**src/rtl/uart_rx_fifo_if.sv**
```systemverilog
// Register-side bundle of the UART receiver: baud setting, serial input,
// CPU read/clear controls and FIFO/status outputs.
interface uart_rx_fifo_if #(
  parameter int unsigned DEPTH      = 16,
  parameter int unsigned PRESCALE_W = 16
);
  localparam int unsigned CW = $clog2(DEPTH) + 1;

  logic [PRESCALE_W-1:0] prescale_i;
  logic                  rxd_i;
  logic                  rd_strobe_i;
  logic                  clear_err_i;
  logic [7:0]            data_o;
  logic                  valid_o;
  logic [CW-1:0]         count_o;
  logic                  overrun_o;
  logic                  frame_err_o;
  logic                  busy_o;

  modport master (
    output prescale_i, rxd_i, rd_strobe_i, clear_err_i,
    input  data_o, valid_o, count_o, overrun_o, frame_err_o, busy_o
  );

  modport slave (
    input  prescale_i, rxd_i, rd_strobe_i, clear_err_i,
    output data_o, valid_o, count_o, overrun_o, frame_err_o, busy_o
  );
endinterface

```
**src/rtl/uart_rx_fifo.sv**
```systemverilog
// 8N1 UART receiver with 8x oversampling feeding a first-word-fall-through
// byte FIFO, with sticky overrun and framing error flags.
module uart_rx_fifo #(
  parameter int unsigned DEPTH      = 16,
  parameter int unsigned PRESCALE_W = 16
) (
  input  logic          clk_i,
  input  logic          rst_ni,
  uart_rx_fifo_if.slave bus
);
  localparam int unsigned AW  = $clog2(DEPTH);
  localparam int unsigned CW  = AW + 1;
  localparam int unsigned TCW = 7;

  typedef enum logic [2:0] {IDLE, START, DATA, STOP, BREAK} state_t;

  state_t                state, state_n;
  logic                  sync1, rxs, rxs_d;
  logic [PRESCALE_W-1:0] p_m1, cnt, cnt_n;
  logic [TCW-1:0]        tc, tc_n, tc_at;
  logic [7:0]            shreg, shreg_n;
  logic                  push_q, push_n, ferr_q, ferr_n;
  logic                  tick;

  logic [7:0]            mem [DEPTH];
  logic [CW-1:0]         wptr, rptr, count;
  logic                  empty, full, do_pop, do_push;
  logic                  overrun, frame_err;

  // Two-stage synchroniser plus one delayed copy for falling-edge detection
  always_ff @(posedge clk_i or negedge rst_ni) begin
    if (!rst_ni) begin
      sync1 <= 1'b1;
      rxs   <= 1'b1;
      rxs_d <= 1'b1;
    end else begin
      sync1 <= bus.rxd_i;
      rxs   <= sync1;
      rxs_d <= rxs;
    end
  end

  assign p_m1  = (bus.prescale_i == '0) ? '0 : bus.prescale_i - PRESCALE_W'(1);
  assign tick  = (cnt == '0);
  assign tc_at = tc + TCW'(1);

  always_ff @(posedge clk_i or negedge rst_ni) begin
    if (!rst_ni) begin
      state  <= IDLE;
      cnt    <= '0;
      tc     <= '0;
      shreg  <= '0;
      push_q <= 1'b0;
      ferr_q <= 1'b0;
    end else begin
      state  <= state_n;
      cnt    <= cnt_n;
      tc     <= tc_n;
      shreg  <= shreg_n;
      push_q <= push_n;
      ferr_q <= ferr_n;
    end
  end

  // tc_at is the tick index being reached on this edge, so sample k lands k*P clocks after START entry
  always_comb begin
    state_n = state;
    cnt_n   = cnt;
    tc_n    = tc;
    shreg_n = shreg;
    push_n  = 1'b0;
    ferr_n  = 1'b0;

    if (state == IDLE || state == BREAK) begin
      cnt_n = p_m1;
      tc_n  = '0;
    end else if (tick) begin
      cnt_n = p_m1;
      tc_n  = tc_at;
    end else begin
      cnt_n = cnt - PRESCALE_W'(1);
    end

    case (state)
      IDLE:  if (rxs_d && !rxs) state_n = START;
      START: if (tick && tc_at == TCW'(4)) state_n = rxs ? IDLE : DATA;
      DATA: begin
        if (tick && tc_at[2:0] == 3'd4) begin
          shreg_n = {rxs, shreg[7:1]};
          if (tc_at == TCW'(68)) state_n = STOP;
        end
      end
      STOP: begin
        if (tick && tc_at == TCW'(76)) begin
          if (rxs) begin
            push_n  = 1'b1;
            state_n = IDLE;
          end else begin
            ferr_n  = 1'b1;
            state_n = BREAK;
          end
        end
      end
      BREAK: if (rxs) state_n = IDLE;
      default: state_n = IDLE;
    endcase
  end

  assign count   = wptr - rptr;
  assign empty   = (count == '0);
  assign full    = (count == CW'(DEPTH));
  assign do_pop  = bus.rd_strobe_i && !empty;
  assign do_push = push_q && (!full || do_pop);

  always_ff @(posedge clk_i) begin
    if (do_push) mem[wptr[AW-1:0]] <= shreg;
  end

  // Set events take priority over a simultaneous clear
  always_ff @(posedge clk_i or negedge rst_ni) begin
    if (!rst_ni) begin
      wptr      <= '0;
      rptr      <= '0;
      overrun   <= 1'b0;
      frame_err <= 1'b0;
    end else begin
      if (do_push) wptr <= wptr + CW'(1);
      if (do_pop)  rptr <= rptr + CW'(1);
      if (push_q && full && !do_pop) overrun <= 1'b1;
      else if (bus.clear_err_i)      overrun <= 1'b0;
      if (ferr_q)                    frame_err <= 1'b1;
      else if (bus.clear_err_i)      frame_err <= 1'b0;
    end
  end

  assign bus.data_o      = empty ? 8'h00 : mem[rptr[AW-1:0]];
  assign bus.valid_o     = !empty;
  assign bus.count_o     = count;
  assign bus.overrun_o   = overrun;
  assign bus.frame_err_o = frame_err;
  assign bus.busy_o      = (state != IDLE);
endmodule

```
**src/flat_wrapper.sv**
```systemverilog
// flat-port wrapper written by rule: the top's interface ports become plain ports
module uart_rx_fifo_flat 
#(
  parameter int unsigned DEPTH      = 16,
  parameter int unsigned PRESCALE_W = 16
)
  (clk_i, rst_ni, bus_prescale_i, bus_rxd_i, bus_rd_strobe_i, bus_clear_err_i, bus_data_o, bus_valid_o, bus_count_o, bus_overrun_o, bus_frame_err_o, bus_busy_o);
  uart_rx_fifo_if #(.DEPTH(DEPTH), .PRESCALE_W(PRESCALE_W)) bus_i ();
  input  logic clk_i;
  input  logic rst_ni;
  input wire logic [$bits(bus_i.prescale_i)-1:0] bus_prescale_i;
  input wire logic [$bits(bus_i.rxd_i)-1:0] bus_rxd_i;
  input wire logic [$bits(bus_i.rd_strobe_i)-1:0] bus_rd_strobe_i;
  input wire logic [$bits(bus_i.clear_err_i)-1:0] bus_clear_err_i;
  output wire logic [$bits(bus_i.data_o)-1:0] bus_data_o;
  output wire logic [$bits(bus_i.valid_o)-1:0] bus_valid_o;
  output wire logic [$bits(bus_i.count_o)-1:0] bus_count_o;
  output wire logic [$bits(bus_i.overrun_o)-1:0] bus_overrun_o;
  output wire logic [$bits(bus_i.frame_err_o)-1:0] bus_frame_err_o;
  output wire logic [$bits(bus_i.busy_o)-1:0] bus_busy_o;
  assign bus_i.prescale_i = bus_prescale_i;
  assign bus_i.rxd_i = bus_rxd_i;
  assign bus_i.rd_strobe_i = bus_rd_strobe_i;
  assign bus_i.clear_err_i = bus_clear_err_i;
  assign bus_data_o = bus_i.data_o;
  assign bus_valid_o = bus_i.valid_o;
  assign bus_count_o = bus_i.count_o;
  assign bus_overrun_o = bus_i.overrun_o;
  assign bus_frame_err_o = bus_i.frame_err_o;
  assign bus_busy_o = bus_i.busy_o;
  uart_rx_fifo #(.DEPTH(DEPTH), .PRESCALE_W(PRESCALE_W)) u_core (.clk_i(clk_i), .rst_ni(rst_ni), .bus(bus_i));
endmodule
```
**config.mk**
```make
export PLATFORM = sky130hd
export DESIGN_NAME = uart_rx_fifo_flat
export DESIGN_NICKNAME = d
export VERILOG_FILES = /design/src/rtl/uart_rx_fifo_if.sv /design/src/rtl/uart_rx_fifo.sv /design/src/flat_wrapper.sv
export SDC_FILE = /design/constraint.sdc
export NUM_CORES = 1
export LEC_CHECK = 0
export ABC_AREA = 1
export CELL_PAD_IN_SITES_DETAIL_PLACEMENT = 0
export CELL_PAD_IN_SITES_GLOBAL_PLACEMENT = 1
export CORE_UTILIZATION = 43
export CTS_BUF_LIST = sky130_fd_sc_hd__clkbuf_16
export DETAILED_ROUTE_END_ITERATION = 6
export GPL_TIMING_DRIVEN = 1
export PLACE_DENSITY = 0.82
export REMOVE_ABC_BUFFERS = 1
export SYNTH_ARGS = -nofsm -noshare
export SYNTH_HDL_FRONTEND = slang
export SYNTH_SLANG_ARGS = --single-unit
export TNS_END_PERCENT = 100
```
**constraint.sdc**
```tcl
create_clock -name clk_i -period 2.48 [get_ports clk_i]
set_clock_uncertainty 0.05 [all_clocks]
set_input_delay 0.372 -clock clk_i [delete_from_list [all_inputs] [get_ports clk_i]]
set_output_delay 0.372 -clock clk_i [all_outputs]
set_load 0.01 [all_outputs]
```
After elaboration in Yosys (flattened, before gate mapping)
Memory sizes are Yosys's and may differ from the RTL's.
Index checks and enable logic that the tools add are counted.
{"block": "totals", "reg_bits": 51, "mem_bits_rw": 128, "inputBits": 21, "out_inout_bits": 17, "elab_cells": 85, "mem_count": 1}
{"name": "u_core.mem", "words": 16, "width": 8, "read_ports": 1, "rd_ports_with_merged_regs": 0, "wr": 1, "line": "uart_rx_fifo.sv:25", "text": "logic [7:0] mem [DEPTH];"}
{"block": "classes", "addsub": 6, "n_eq_ne": 15, "mux": 26, "n_reduce_logical": 24}
{"cell": "2-to-1 mux 16 bit", "count": 3}
{"cell": "zero test 16 bit", "count": 2}
{"cell": "subtractor 16 x 1 -> 16 bit, second input constant", "count": 2}
{"cell": "2-to-1 mux 3 bit", "count": 7}
{"cell": "one-hot mux 3 bit (5 select lines)", "count": 1}
{"cell": "equality test 7 bit, second input constant", "count": 2}
{"cell": "2-to-1 mux 7 bit", "count": 2}
{"cell": "2-to-1 mux 1 bit", "count": 11}
{"cell": "adder 5 x 1 -> 5 bit, second input constant", "count": 2}
{"cell": "!= test 2 x 1 -> 1 bit, second input constant", "count": 5}
{"cell": "logical AND 1 bit", "count": 8}
{"cell": "2-to-1 mux 8 bit", "count": 1}
{"cell": "adder 7 x 1 -> 7 bit, second input constant", "count": 1}
{"cell": "equality test 7 x 3 -> 1 bit, second input constant", "count": 1}
{"cell": "equality test 3 x 2 -> 1 bit, second input constant", "count": 2}
{"cell": "equality test 3 bit, second input constant", "count": 2}
{"cell": "AND reduction 6 bit", "count": 1}
{"cell": "nonzero test 2 bit", "count": 3}
{"cell": "equality test 5 bit, second input constant", "count": 1}
{"cell": "zero test 5 bit", "count": 1}
{"cell": "subtractor 5 bit", "count": 1}
{"cell": "zero test 1 bit", "count": 4}
{"cell": "equality test 3 x 1 -> 1 bit, second input constant", "count": 1}
{"cell": "zero test 3 bit", "count": 1}
{"cell": "5 further kinds", "count": 6}

Logic depth before layout (Yosys ltp)
Gate-level depths: netlist (run 1).
{"block": "depth", "depth_word": 8, "depth_mapped": 15}

Least setup slack after synthesis (run 1)
No wires, ideal clock.
{"block": "synth_path", "kind": "register to register", "start": "reg u_core.rptr[1]", "end": "mem u_core.mem[0][0] (enable)", "setup_ns": 0.339, "arrival_ns": 2.265, "required_ns": 2.091, "slack_ns": -0.174, "stages_incl_launch_ff": 11, "period_less_slack_ns": 2.654, "cell_sequence": "dfrtp_1 buf_2 inv_2 clkbuf_1 fa_1 xor2_1 nor3_4 nand3_4 nand2_4 buf_6 nor2_2"}
{"block": "synth_via", "elab_chain_len": 8}
{"item": "start, declared", "line": "uart_rx_fifo.sv:26", "text": "logic [CW-1:0] wptr, rptr, count;"}
{"item": "start signal, assigned", "line": "uart_rx_fifo.sv:128", "text": "if (do_pop) rptr <= rptr + CW'(1);"}
{"item": "subtractor 5 bit (*)", "line": "uart_rx_fifo.sv:109", "text": "assign count = wptr - rptr;"}
{"item": "net bus_count_o[2]", "line": "flat_wrapper.sv:17", "text": "output wire logic [$bits(bus_i.count_o)-1:0] bus_count_o;"}
{"item": "zero test 5 bit", "line": "uart_rx_fifo.sv:110", "text": "assign empty = (count == '0);"}
{"item": "zero test 1 bit", "line": "uart_rx_fifo.sv:112", "text": "assign do_pop = bus.rd_strobe_i && !empty;"}
{"item": "logical AND 1 bit", "line": "uart_rx_fifo.sv:112"}
{"item": "logical OR 1 bit (*)", "line": "uart_rx_fifo.sv:113", "text": "assign do_push = push_q && (!full || do_pop);"}
{"item": "logical AND 1 bit (*)", "line": "uart_rx_fifo.sv:113"}
{"item": "2-to-1 mux 1 bit (*)", "line": "uart_rx_fifo.sv:116", "text": "if (do_push) mem[wptr[AW-1:0]] <= shreg;"}
{"item": "2-to-1 mux 1 bit (implied by the code) (*)", "line": "uart_rx_fifo.sv:116"}
{"item": "end, declared", "line": "uart_rx_fifo.sv:25"}
Mark *: on every way through the listed nets, which the timed path passes. The rest lies on a longest branch.

Worst setup path in the final report (run 1)
{"block": "layout_path", "start": "reg u_core.rptr[3]", "end": "out bus_data_o[2]"}
{"block": "layout_via", "elab_chain_len": 3}
{"item": "subtractor 5 bit", "line": "uart_rx_fifo.sv:109"}
{"item": "zero test 5 bit", "line": "uart_rx_fifo.sv:110"}
{"item": "2-to-1 mux 8 bit (*)", "line": "uart_rx_fifo.sv:136", "text": "assign bus.data_o = empty ? 8'h00 : mem[rptr[AW-1:0]];"}
{"item": "end, declared", "line": "flat_wrapper.sv:15", "text": "output wire logic [$bits(bus_i.data_o)-1:0] bus_data_o;"}
Every way passes the cells marked *; elsewhere a longest branch is shown, timed or not.

==> impl_results.md, run 1 <==
* Outcome: finished, violations left
* Violated checks: setup timing
* Sequential area share after synthesis at 60.9%
* Adder-cell share of the synthesized area at 2.47%
* Critical Path AT at 2.43 ns
* Number of global-route vias before repair at 5940
* Initial DRC Count at 478
* Period minus WS final at 2.85 ns
* Most common cell after layout, fill and taps aside: nand2_1
* Int Power at 6380 uW
* Cts bufs inserted at 17
* Inst Count DP at 1152
* Number of diodes at 0
* Synth Area in Simple Gates at 20.2%
* Syn avg cell area at 10.3 um2
* Pin count of the biggest net entering global routing at 43
* Worst relative slew slack at 51.1%
* Sw Ratio at 36.5%
* Pleak at 0.00432 uW
* CTS clk-pin slew, worst paths at 0.07 ns
* Post-synthesis cell type count at 43
* Post-Synthesis Cells at 820
* Top cells by area, synth: edfxtp_1 46%, dfrtp_1 14%, nand2_1 10%, nand3_1 3.7%, a21oi_1 3.0%
* Switching pwr at 3670 uW
* CP Class: register to output pin
* Clock root buffer: clkbuf_16
* Endpoints failing setup at 141
* Mapped Area at 8420 um2
* Worst setup SP type: register
* CP Capture Type: output pin
* Maximum clock frequency at 351 MHz
* Total gr overflow at 0
* Largest area contributor in the netlist: edfxtp_1
* Reg2reg setup slack at -0.10 ns
* Fraction of power consumed by sequential logic at 35.0%
* Clock power frac at 27.3%
* Filler cells at 1601
* Slew Viols, Final at 0
* Antenna-violating nets left at 0
* Port Buffers at 37
* Total Power at 10000 uW
* Synth Area in Compound Gates at 8.57%
* Worst slew pin tran at 0.734 ns
* Die Y at 142 um
* Initial core utilization at 44.4%
* Max VDD drop at 0.000513 V
* CTS tree: built
* CTS H-tree depth at 4
* Global placement routability congestion at 0.822
* Clock Latency Late Sink at 0.43 ns
* RSZ-0062 raised after global routing: yes
* Vias/cell at 5.05
* Share of cells above drive strength 1 at 19.0%
* I/O Pins at 38
* Power Density at 959 nW/um2
* Layout area overhead at 24.4%
* Initial antenna violation count at 0
* DRT Pass-1 Iters at 5
* Post-Synth XOR/XNOR Area at 3.42%
* Worst Path Max Fanout at 4
* Die W at 142 um
* Core Area at 19000 um2
* Full die area at 20100 um2
* Comb pwr share at 37.7%
* Rows at 50
* Ys Warns at 0
* Final non-filler cell total at 1192
* Routed WL at 18900 um
* Post-DP HPWL at 12500 um
* DR WL/cell at 15.8 um
* Max-cap viol count at 0
* Clock buffer depth at 2
* Setup TNS at -11.90 ns
* Num Clock Sinks at 179
* Main combinational cell family by area after synthesis: simple AND/OR/NAND/NOR gates
* Commonest non-fill, non-tap cells in the layout: 229 x nand2_1, 128 x edfxtp_1, 61 x nand3_1
* Final period util at 115%
* Synth top area share at 45.7%
* DRC violations left at 0
* Global-route wire length before repair at 30000 um
* # nets final at 956
* Fin. Hold Viols at 0
* Worst EP required at 2.06 ns
* Via count at 6017
* Yosys reg bits at 179
* GRT Util Overall at 19.8%
* Final WS setup at -0.368 ns
* Final Util at 55.2%
* Mux contribution to synthesized area at 0%
* Hold Crit Class: primary input to register
## critical path, stage by stage (launching register included)
cell,delay (ns)
dfrtp_1,0.36
clkinv_1,0.10
ha_1,0.38
a21oi_1,0.25
nand2_2,0.09
xor2_2,0.17
inv_2,0.07
nor2_4,0.21
clkbuf_16,0.18
nor3_2,0.03
buf_2,0.14
## registers in the layout (all words and copies together), names as in the netlist
name	flops
u_core.state	3
u_core.tc	7
u_core.bus.overrun_o	1
u_core.rxs_d	1
u_core.ferr_q	1
u_core.sync1	1
u_core.cnt	16
u_core.bus.frame_err_o	1
u_core.push_q	1
u_core.wptr	5
u_core.rxs	1
u_core.mem	128
u_core.shreg	8
u_core.rptr	5
## Yosys cell counts, drive strengths merged
cell,number
a21boi,1
a21oi,52
a22oi,14
a32o,8
buf,20
clkbuf,7
clkinv,3
dfrtp,48
dfstp,3
edfxtp,128
fa,1
ha,15
inv,59
nand2,237
nand3,63
nand4,1
nor2,70
nor3,12
nor4,3
o211ai,3
o21ai,18
o21bai,2
o22ai,13
o2bb2ai,1
o311ai,2
o31ai,4
xnor2,12
xor2,20
## final timing paths
kind	from	cells past startpoint	end
worst min register to register	u_core.sync1	0	u_core.rxs
worst max-delay path	u_core.rptr[3]	10	bus_data_o[2]
min in group asynchronous	rst_ni	2	u_core.tc[3]
worst max register to register	u_core.wptr[0]	12	u_core.mem[4][7]
worst min-delay path	bus_rxd_i	1	u_core.sync1
max in group asynchronous	rst_ni	3	u_core.rptr[0]
## logic make-up (layout without fill, tap and decap cells)
logic type / count (synthesis) / in the layout
simple gates: 386 / 389
fa+ha+maj: 16 / 16
buf+inv: 89 / 198
xor+xnor: 32 / 32
flops: 179 / 179
compound gates: 118 / 118
## power by group through the flow
| stage | registers, uW | logic (uW) | clock network (uW) |
|---|---|---|---|
| after floorplan | 3710 | 1930 | 0 |
| after global placement | 3570 | 3750 | 0 |
| after detailed placement | 3570 | 3790 | 0 |
| after CTS | 3510 | 3760 | 2770 |
| after global routing | 3540 | 4150 | 2890 |
| final | 3520 | 3790 | 2740 |
## cell type report
cell class | count | area (um2) | area share (%)
clock buffers | 17 | 425 | 4.06
clock inverters | 15 | 178 | 1.70
inverters | 62 | 234 | 2.23
multi-input cells | 555 | 3100 | 29.6
flip-flops and latches | 179 | 5120 | 48.9
well taps | 260 | 325 | 3.11
repair buffers | 104 | 1090 | 10.4
## timing repair
| action | 4_1_cts | 5_1_grt |
|---|---|---|
| pin swaps | 14 | 6 |
| setup endpoints to repair | 141 | 146 |
| setup buffers | 5 | 2 |
| hold endpoints to repair | 27 | 0 |
| gates resized for setup | 74 | 9 |
| cloned | 3 | 1 |
| hold buffers | 1 | 0 |
## through the flow
step	worst slack [ns]	hold WS [ns]	cell area (um2)
3_3_place_gp	-0.320	0.302	9670
3_5_place_dp	-0.337	0.299	9670
6_report	-0.368	0.294	10500
4_1_cts	-0.390	0.284	10400
5_1_grt	-0.461	0.288	10500
2_1_floorplan	-1.07	0.0264	8280
## metal layers
metal	up-vias	routed length [um]	part of all wire [%]	global-route usage (%)
met3	18	937	5.0	3.71
met2	167	9350	49	34.4
met1	2827	8410	45	25.2
met4	0	198	1.0	6.00
li1	3005	-	-	-
met5	-	0	0	0
No activity file was read; power rests on OpenSTA's default activity.
==> inputs of run 2 (changes only) <==
--- a/config.mk
+++ b/config.mk
@@ -8,6 +8,7 @@
 export ABC_AREA = 1
 export CELL_PAD_IN_SITES_DETAIL_PLACEMENT = 0
 export CELL_PAD_IN_SITES_GLOBAL_PLACEMENT = 1
+export CORE_ASPECT_RATIO = 1.1
 export CORE_UTILIZATION = 43
 export CTS_BUF_LIST = sky130_fd_sc_hd__clkbuf_16
 export DETAILED_ROUTE_END_ITERATION = 6
==> impl_results.md, run 2 (synthesized netlist as in run 1, its figures left out) <==
* Number of diodes at 0 (unchanged)
* GRT Util Overall at 19.9% (was 19.8%)
* Hold Crit Class: primary input to register (unchanged)
* Layout area overhead at 24.4% (unchanged)
* Int Power at 6350 uW (was 6380 uW)
* Full die area at 20100 um2 (about the same)
* Worst setup SP type: register (unchanged)
* Final period util at 118% (was 115%)
* DR WL/cell at 16.2 um (was 15.8 um)
* Top cell by count, worst path: inv_2
* CP max stage delay at 0.41 ns (was 0.38 ns)
* Worst Path Max Fanout at 6 (was 4)
* Power Density at 957 nW/um2 (was 959 nW/um2)
* Max FFs per register at 128 (unchanged)
* Met2 Use GR at 34.4% (about the same)
* Pre-CTS WS at -0.348 ns (was -0.337 ns)
* Area after DPL at 9590 um2 (was 9670 um2)
* FF-to-FF Start: u_core.wptr[0] (unchanged)
* I/O Pins at 38 (unchanged)
* Number of global-route vias before repair at 5855 (was 5940)
* Worst Hold Launch: bus_rxd_i (unchanged)
* Violated checks: setup timing (unchanged)
* CTS H-tree depth at 4 (unchanged)
* Total gr overflow at 0 (unchanged)
* GRT busiest layer: met2 (unchanged)
* Outcome: finished, violations left (unchanged)
* Period minus WS final at 2.91 ns (was 2.85 ns)
* Endpoints failing setup at 143 (was 141)
* Pin count of the biggest net entering global routing at 32 (was 43)
* Die W at 135 um (was 142 um)
* Crit path launch: u_core.wptr[0] (was u_core.rptr[3])
* Core Area at 19200 um2 (was 19000 um2)
* Comb pwr share at 38.3% (was 37.7%)
* Clock root buffer: clkbuf_16 (unchanged)
* Cts bufs inserted at 17 (unchanged)
* CP Class: register to output pin (unchanged)
* Switching pwr at 3670 uW (about the same)
* CTS tree: built (unchanged)
* Sw Ratio at 36.6% (was 36.5%)
* Most common cell after layout, fill and taps aside: nand2_1 (unchanged)
* Initial core utilization at 43.9% (was 44.4%)
* Fin. Hold Viols at 0 (unchanged)
* CP max-delay cell: fa_2 (was ha_1)
* DRC violations left at 0 (unchanged)
* Clock buffer depth at 2 (unchanged)
* Pleak at 0.00433 uW (was 0.00432 uW)
* Via count at 6048 (was 6017)
* Worst relative slew slack at 52.0% (was 51.1%)
* Port Buffers at 37 (unchanged)
* Num Clock Sinks at 179 (unchanged)
* Fraction of power consumed by sequential logic at 35.1% (was 35.0%)
* Worst slew pin tran at 0.720 ns (was 0.734 ns)
* Critical Path AT at 2.49 ns (was 2.43 ns)
* Worst EP required at 2.06 ns (about the same)
* Antenna-violating nets left at 0 (unchanged)
* Share of cells above drive strength 1 at 18.9% (was 19.0%)
* Global-route wire length before repair at 30200 um (was 30000 um)
* Routed WL at 19000 um (was 18900 um)
* Clock power frac at 26.6% (was 27.3%)
* Critical path, cell by cell: inv_2, ha_4, inv_2, fa_2, nand3_2, nand2_2, xor2_2, inv_2, nor2_4, buf_12, buf_8, nor3_2, buf_2 (was clkinv_1, ha_1, a21oi_1, nand2_2, xor2_2, inv_2, nor2_4, clkbuf_16, nor3_2, buf_2)
* Clock Latency Late Sink at 0.43 ns (about the same)
* Global placement routability congestion at 0.816 (was 0.822)
* RSZ-0062 raised after global routing: yes (unchanged)
* M3 GR Usage at 3.30% (was 3.71%)
* Slew Viols, Final at 0 (unchanged)
* Max-cap viol count at 0 (unchanged)
* Grt met1 use at 25.0% (was 25.2%)
* Vias/cell at 5.13 (was 5.05)
* Max VDD drop at 0.000540 V (was 0.000513 V)
* Final instance area at 10500 um2 (unchanged)
* Initial antenna violation count at 0 (unchanged)
* Rows at 53 (was 50)
* CP Capture Type: output pin (unchanged)
* Commonest non-fill, non-tap cells in the layout: 229 x nand2_1, 128 x edfxtp_1, 61 x nand3_1 (unchanged)
* Final WS setup at -0.435 ns (was -0.368 ns)
* Initial DRC Count at 472 (was 478)
* CTS clk-pin slew, worst paths at 0.07 ns (about the same)
* # nets final at 955 (was 956)
* Maximum clock frequency at 343 MHz (was 351 MHz)
* Reg2reg setup slack at -0.22 ns (was -0.10 ns)
* DRT Pass-1 Iters at 4 (was 5)
* Die Y at 149 um (was 142 um)
* Post-DP HPWL at 12800 um (was 12500 um)
[run 2: changes by cell type in the layout (fill, tap and decap cells not counted), sizes merged]
cell / previous run / this run
dlygate4sd2: 1 / 0
nand2: 240 / 239
clkdlybuf4s15: 0 / 2
buf: 78 / 74
clkinv: 5 / 6
clkbuf: 18 / 21
clkinvlp: 2 / 0
inv: 69 / 70
[run 2: path summary, 6_finish.rpt]
kind | end | cells past startpoint
max in group asynchronous | u_core.cnt[4] | 3
max | bus_data_o[2] | 13
min reg2reg | u_core.rxs | 0
min in group asynchronous | u_core.shreg[6] | 2
max reg2reg | u_core.mem[12][6] | 14
min | u_core.sync1 | 1
[run 2: critical path: cells and delay by family, from the launching register on]
family / cells / cell delay, ns
xor+xnor: 1 / 0.19
flops: 1 / 0.39
buf+inv: 6 / 0.62
fa+ha+maj: 2 / 0.54
simple gates: 4 / 0.33
[run 2: final cells by class]
cell class                      instances  area, um2
Sequential cell                       179       5120
Timing Repair Buffer                  104       1070
Tap cell                              247        309
Clock buffer                           17        425
Fill cell                            1623       8690
Clock inverter                         15        165
Multi-Input combinational cell        554       3140
Inverter                               62        233
[run 2: metrics by stage]
| stage | utilization (%) | setup TNS, ns | std cells | total power, uW | hold slack, ns |
|---|---|---|---|---|---|
| floorplan | - | -154.30 | 793 | 5640 | 0.0264 |
| global placement | 50.0 | -19.29 | 1137 | 7240 | 0.296 |
| detailed placement | 50.0 | -25.70 | 1137 | 7270 | 0.298 |
| CTS | 53.7 | -7.74 | 1173 | 9900 | 0.279 |
| global route | 54.6 | -41.43 | 1178 | 10600 | 0.287 |
| finish | 54.6 | -25.72 | 1178 | 10000 | 0.295 |
[run 2: metal layers]
metal | share of wire, % | wire, um | vias up
li1 | - | - | 3010
met1 | 43 | 8180 | 2875
met2 | 51 | 9720 | 137
met3 | 3.8 | 728 | 26
met4 | 2.1 | 398 | 0
met5 | 0 | 0 | -
[run 2: repair_timing]
action	CTS	global route
buffers inserted	2	5
cloned	1	1
hold buffers	1	0
endpoints found under the setup margin	146	145
pin swaps	3	11
hold endpoints to repair	26	0
resized for setup	43	54
[run 2: power by group through the flow]
stage | logic, uW | registers, uW | clock network [uW]
final | 3840 | 3520 | 2670
after global routing | 4240 | 3540 | 2830
after CTS | 3670 | 3510 | 2720
after detailed placement | 3700 | 3570 | 0
after global placement | 3670 | 3570 | 0
after floorplan | 1930 | 3710 | 0
==> inputs of run 3 (changes only) <==
--- a/config.mk
+++ b/config.mk
@@ -11,8 +11,8 @@
 export CORE_ASPECT_RATIO = 1.1
 export CORE_UTILIZATION = 43
 export CTS_BUF_LIST = sky130_fd_sc_hd__clkbuf_16
+export CTS_CLUSTER_SIZE = 20
 export DETAILED_ROUTE_END_ITERATION = 6
-export GPL_TIMING_DRIVEN = 1
 export PLACE_DENSITY = 0.82
 export REMOVE_ABC_BUFFERS = 1
 export SYNTH_ARGS = -nofsm -noshare
==> results of run 3 <==
No change in the layout: final DEF, timing and power equal those of run 2.
